**src/rtl/switching_stage_pipe.sv**
```systemverilog
// switching_stage_pipe: two-stage detect/switch pipeline of the switching median filter
//
// Takes an N-pixel window and its median MV. Pixels outside the noise band
// (<= Noise_Lo or >= Noise_Hi) are replaced by MV, and clean pixels pass unchanged.
// Mode selects switch (0/3), bypass (1) or full median (2).
//
// Optional feature macro: SWS_STATS_EN. When it is defined, Noise_Total counts
// replaced pixels and saturates at the top of its range. When it is undefined,
// Noise_Total is tied to 0 and Stat_Clr is ignored.
//
// Ports
//   Clk, Rst            rising-edge clock, asynchronous active-high reset
//   In_Valid/In_Ready   input handshake for Win, MV, Noise_Lo, Noise_Hi, Mode
//   Win                 N*WIDTH window, pixel i = Win[i*WIDTH +: WIDTH]
//   MV                  median of the window
//   Noise_Lo/Noise_Hi   inclusive noise thresholds
//   Mode                0 switch, 1 bypass, 2 full median, 3 switch
//   Out_Valid/Out_Ready output handshake
//   New_Win             processed window, same packing as Win
//   Noise_Mask          per-pixel noise flags
//   All_Noise           every pixel of the window was noisy
//   Stat_Clr            synchronous clear of Noise_Total
//   Noise_Total         replaced-pixel count
module switching_stage_pipe #(
    parameter int WIDTH = 8,
    parameter int N     = 9,
    parameter int CNT_W = 16
) (
    input  logic               Clk,
    input  logic               Rst,
    input  logic               In_Valid,
    output logic               In_Ready,
    input  logic [N*WIDTH-1:0] Win,
    input  logic [WIDTH-1:0]   MV,
    input  logic [WIDTH-1:0]   Noise_Lo,
    input  logic [WIDTH-1:0]   Noise_Hi,
    input  logic [1:0]         Mode,
    output logic               Out_Valid,
    input  logic               Out_Ready,
    output logic [N*WIDTH-1:0] New_Win,
    output logic [N-1:0]       Noise_Mask,
    output logic               All_Noise,
    input  logic               Stat_Clr,
    output logic [CNT_W-1:0]   Noise_Total
);
    logic               ready_s1, ready_s2, ld_s1, ld_s2;
    logic               s1_v;
    logic [N*WIDTH-1:0] s1_win;
    logic [WIDTH-1:0]   s1_mv;
    logic [1:0]         s1_mode;
    logic [N-1:0]       s1_mask, det_mask;
    logic [N*WIDTH-1:0] sw_win;

    // A stage can load when it is empty or when its content leaves this cycle.
    assign ready_s2 = !Out_Valid || Out_Ready;
    assign ready_s1 = !s1_v || ready_s2;
    assign In_Ready = ready_s1;
    assign ld_s1    = In_Valid && ready_s1;
    assign ld_s2    = s1_v && ready_s2;

    // An empty band (Lo >= Hi) flags every pixel, with no special case needed.
    for (genvar i = 0; i < N; i++) begin : g_pix
        assign det_mask[i] = (Win[i*WIDTH +: WIDTH] <= Noise_Lo) ||
                             (Win[i*WIDTH +: WIDTH] >= Noise_Hi);
        assign sw_win[i*WIDTH +: WIDTH] =
            (s1_mode == 2'd1) ? s1_win[i*WIDTH +: WIDTH] :
            (s1_mode == 2'd2) ? s1_mv :
            s1_mask[i]        ? s1_mv : s1_win[i*WIDTH +: WIDTH];
    end

    always_ff @(posedge Clk or posedge Rst) begin
        if (Rst) begin
            s1_v    <= 1'b0;
            s1_win  <= '0;
            s1_mv   <= '0;
            s1_mode <= '0;
            s1_mask <= '0;
        end else begin
            if (ready_s1) s1_v <= In_Valid;
            if (ld_s1) begin
                s1_win  <= Win;
                s1_mv   <= MV;
                s1_mode <= Mode;
                s1_mask <= det_mask;
            end
        end
    end

    always_ff @(posedge Clk or posedge Rst) begin
        if (Rst) begin
            Out_Valid  <= 1'b0;
            New_Win    <= '0;
            Noise_Mask <= '0;
            All_Noise  <= 1'b0;
        end else begin
            if (ready_s2) Out_Valid <= s1_v;
            if (ld_s2) begin
                New_Win    <= sw_win;
                Noise_Mask <= s1_mask;
                All_Noise  <= &s1_mask;
            end
        end
    end

`ifdef SWS_STATS_EN
    localparam int PC_W = $clog2(N + 1);
    localparam int SW   = ((CNT_W > PC_W) ? CNT_W : PC_W) + 1;
    localparam logic [CNT_W-1:0] MAX = {CNT_W{1'b1}};

    logic [PC_W-1:0] pop, add;
    logic [SW-1:0]   sum;
    logic [CNT_W-1:0] nxt_total;

    always_comb begin
        pop = '0;
        for (int k = 0; k < N; k++) pop = pop + PC_W'(s1_mask[k]);
        add = (s1_mode == 2'd1 || s1_mode == 2'd2) ? '0 : pop;
        // Clearing on a load restarts the count from the new window's contribution.
        sum = (Stat_Clr ? '0 : SW'(Noise_Total)) + SW'(add);
        nxt_total = (sum > SW'(MAX)) ? MAX : sum[CNT_W-1:0];
    end

    always_ff @(posedge Clk or posedge Rst) begin
        if (Rst) Noise_Total <= '0;
        else if (ld_s2) Noise_Total <= nxt_total;
        else if (Stat_Clr) Noise_Total <= '0;
    end
`else
    logic unused_stat_clr;
    assign unused_stat_clr = Stat_Clr;
    assign Noise_Total     = '0;
`endif
endmodule

```
**config.mk**
```make
export PLATFORM = sky130hd
export DESIGN_NAME = switching_stage_pipe
export DESIGN_NICKNAME = d
export VERILOG_FILES = /design/src/rtl/switching_stage_pipe.sv
export SDC_FILE = /design/constraint.sdc
export NUM_CORES = 1
export LEC_CHECK = 0
export CORE_MARGIN = 5
export CORE_UTILIZATION = 30
export DETAILED_ROUTE_END_ITERATION = 6
export PLACE_DENSITY_LB_ADDON = 0.3
export SLEW_MARGIN = 30
export SYNTH_ARGS = -nofsm -noshare
export SYNTH_HDL_FRONTEND = slang
export SYNTH_SLANG_ARGS = --single-unit
```
**constraint.sdc**
```tcl
create_clock -name Clk -period 6.5 [get_ports Clk]
set_input_delay 0.65 -clock Clk [delete_from_list [all_inputs] [get_ports Clk]]
set_output_delay 0.65 -clock Clk [all_outputs]
set_load 0.01 [all_outputs]
```
==> results.tsv <==
stage	metric	value	unit
run_status	status	complete, no violations	
critical_path	cp.arrival	3.05	ns
cells_and_area	n_antenna_cell	0	
floorplan	core	0.0344	mm^2
placed_design	portBuffers	185	
critical_path	cp.required	6.83	ns
min_path	worst_hold_path.num_cells	2	
floorplan	rows	68	
routing	drt_iter0_drc	455	
synthesis	synthXorXnorAreaFrac	0	%
clock_network	cts_buffers	17	
timing	hold_viol_final	0	
timing	whs	0.475	ns
clock_network	cts_resized	0	
synthesis	synth_compound_area_share	11.5	%
synthesis	synth_edf_count	0	
synthesis	ys_warn_count	0	
synthesis	synth_flop_cell	dfrtp_1	
timing	grt_setup_unrepaired	no	
routing	wl_met1	17000	um
routing	met2_length	15700	um
clock_network	ctsHoldBuffers	0	
synthesis	syn_avg_cell_area	9.39	um^2
pwr	pwr-share-seq	41.0	%
critical_path	path_cells	clkdlybuf4s50_1 > nand3b_4 > and2_4 > buf_4 > o21ai_2 > a211o_1 > o32a_1	
routing	wl_met3	1710	um
routing	top_layer	met4	
clock_network	clk_latency	0.45	ns
clock_network	post_cts_buffers	0	
critical_path	critPathCaptureType	flip-flop	
cells_and_area	ff_latch_area	0.00438	mm^2
clock_network	cts-htree-levels	4	
critical_path	path_max_fanout	53	
timing	fin_skew	0.0145	ns
global_routing	antenna_found_initial	0	
cells_and_area	drive_gt1_share	4.56	%
cells_and_area	multiInputGateArea	0.00556	mm^2
timing	fin_tns_setup	0	ns
global_routing	grt_pass1_wl	52600	um
pwr	p_per_area	275	mW/mm^2
timing	slew_headroom	40.0	%
routing	routed_wl	35000	um
critical_path	start_kind	primary input	
routing	ant_nets	0	
synthesis	synth_fa_ha_area_share	17.3	%
clock_network	clockBufferDepth	2	
synthesis	synth_top_area_share	42.1	%
timing	max_freq	367	MHz
floorplan	die_w	196	um
synthesis	synth.area.top_cells	dfrtp_1, ha_1, nand2_1	
pwr	switchingPower	1.22	mW
global_routing	grt_use_total	18.2	%
synthesis	yosysUniqueCellTypes	34	
cells_and_area	filler_cell_count	3511	
cells_and_area	area_growth	26.0	%
routing	routedWlPerCell	20.3	um
placed_design	gp_congestion	0.792	
timing	slew_viol_final	0	
cells_and_area	fin_nets	1507	
floorplan	dieArea	0.0385	mm^2
timing	worst_slack	3.78	ns
synthesis	async_flop_share	100	%
min_path	hold_path.class	reg -> reg	
global_routing	overflow	0	
cells_and_area	final_common_cell	nand2_1	
synthesis	yosysSeqAreaShare	42.1	%
placed_design	dp_hpwl	24100	um
synthesis	synth_top_family_by_area	adder cells	
placed_design	placed_area	0.0125	mm^2
timing	setup_viol	0	
run	maxCapViolCount	0	
pwr	leakage	6.34	nW
cells_and_area	fin_area	0.0131	mm^2
synthesis	yosys.area.top_type	dfrtp_1	
critical_path	r2r_cells	6	
synthesis	ys_ff_latch	175	
timing	tightestPinTransition	0.898	ns
routing	avgViaCountPerCell	4.90	
floorplan	io_pins	203	
synthesis	synthMuxAreaShare	7.91	%
global_routing	grt_max_degree	102	
routing	drc_errors	0	
timing	post-route-period-util	41.9	%
global_routing	grt_pass1_vias	8600	
pwr	intPower	2.38	mW
clock_network	cts_tree	built	
synthesis	synth_cells	1107	
clock_network	root_buffer	clkbuf_16	
pwr	power_frac_comb	30.1	%
routing	vias	8454	
clock_network	cts.sinks	175	
pwr	power_frac_clock	28.9	%
cells_and_area	mostFrequentLayoutCells	nand2_1, clkdlybuf4s50_1, dfrtp_1, ha_1, mux2i_1	
floorplan	die_h	196	um
pwr	ir_worst_vdd	177	uV
routing	drtPass1Iterations	5	
critical_path	crit_slowest_cell	and2_4	
synthesis	yosys.area_share.simple	16.0	%
timing	timing.final.crit_period	2.72	ns
pwr	sw_frac_of_total	33.9	%
critical_path	cpPeakStageDelay	0.56	ns
clock_network	clkSlewWorstSetupHoldPaths	0.07	ns
critical_path	worstSetupPathType	in -> reg	
synthesis	syn_area	0.0104	mm^2
floorplan	initial_core_util	30.2	%
placed_design	place_ws	3.28	ns
[cell usage after synthesis, drive strengths merged (10+ instances only)]
cell type / number
nor2b: 10
inv: 30
ha: 144
nand3: 18
clkbuf: 15
nand4: 29
mux2i: 72
buf: 56
nand2: 323
dfrtp: 175
o21ai: 107
nor2: 11
a21oi: 51
[registers in the layout (all words and copies together) (netlist names)]
register and count:
s1_v 1, s1_mv 8, s1_win 72, All_Noise 1, s1_mode 2, s1_mask 9
Noise_Mask 9, Out_Valid 1, New_Win 72
[cell families after synthesis]
family	count (synthesis)
fa+ha+maj	144
flops	175
buf+inv	101
mux	81
simple gates	400
compound gates	205
other cells	1
[final cells by class]
| cell class | instances | area share [%] |
|---|---|---|
| clock buffers | 18 | 3.35 |
| well taps | 455 | 4.35 |
| multi-input cells | 846 | 42.5 |
| flip-flops and latches | 175 | 33.4 |
| clock inverters | 13 | 0.984 |
| inverters | 30 | 0.898 |
| repair buffers | 190 | 14.5 |
[power by group through the flow]
stage	clock network (mW)	logic (mW)	registers, mW
after floorplan	0	0.549	1.49
after global placement	0	1.08	1.49
after detailed placement	0	1.10	1.50
after CTS	1.06	1.11	1.48
after global routing	1.11	1.20	1.51
final	1.04	1.09	1.48
[per-stage QoR]
step	util [%]	cells	power, mW
floorplan	-	1122	2.04
global placement	36.4	1696	2.58
detailed placement	36.5	1696	2.60
CTS	38.1	1727	3.65
global route	38.1	1727	3.82
finish	38.1	1727	3.61
[layer usage]
| layer | GRT usage [%] | up-vias |
|---|---|---|
| met1 | 25.8 | 4054 |
| met5 | 0 | - |
| li1 | - | 4115 |
| met4 | 4.84 | 0 |
| met2 | 28.5 | 244 |
| met3 | 3.38 | 41 |
[worst max-delay path: cells and delay by family]
kind | cells | cell delay, ns
buf+inv | 2 | 0.97
simple gates | 2 | 0.71
compound gates | 3 | 0.67
[worst paths after layout]
check	slack (ns)	end	start
hold reg to reg	0.47	s1_win[2]	s1_win[2]
setup / recovery	3.78	s1_mask[7]	Out_Ready
hold / removal	0.47	s1_win[2]	s1_win[2]
max in group asynchronous	4.77	New_Win[25]	Rst
setup reg to reg	4.02	s1_mask[7]	s1_v
min in group asynchronous	0.69	New_Win[41]	Rst
No activity file was read; power rests on OpenSTA's default activity.
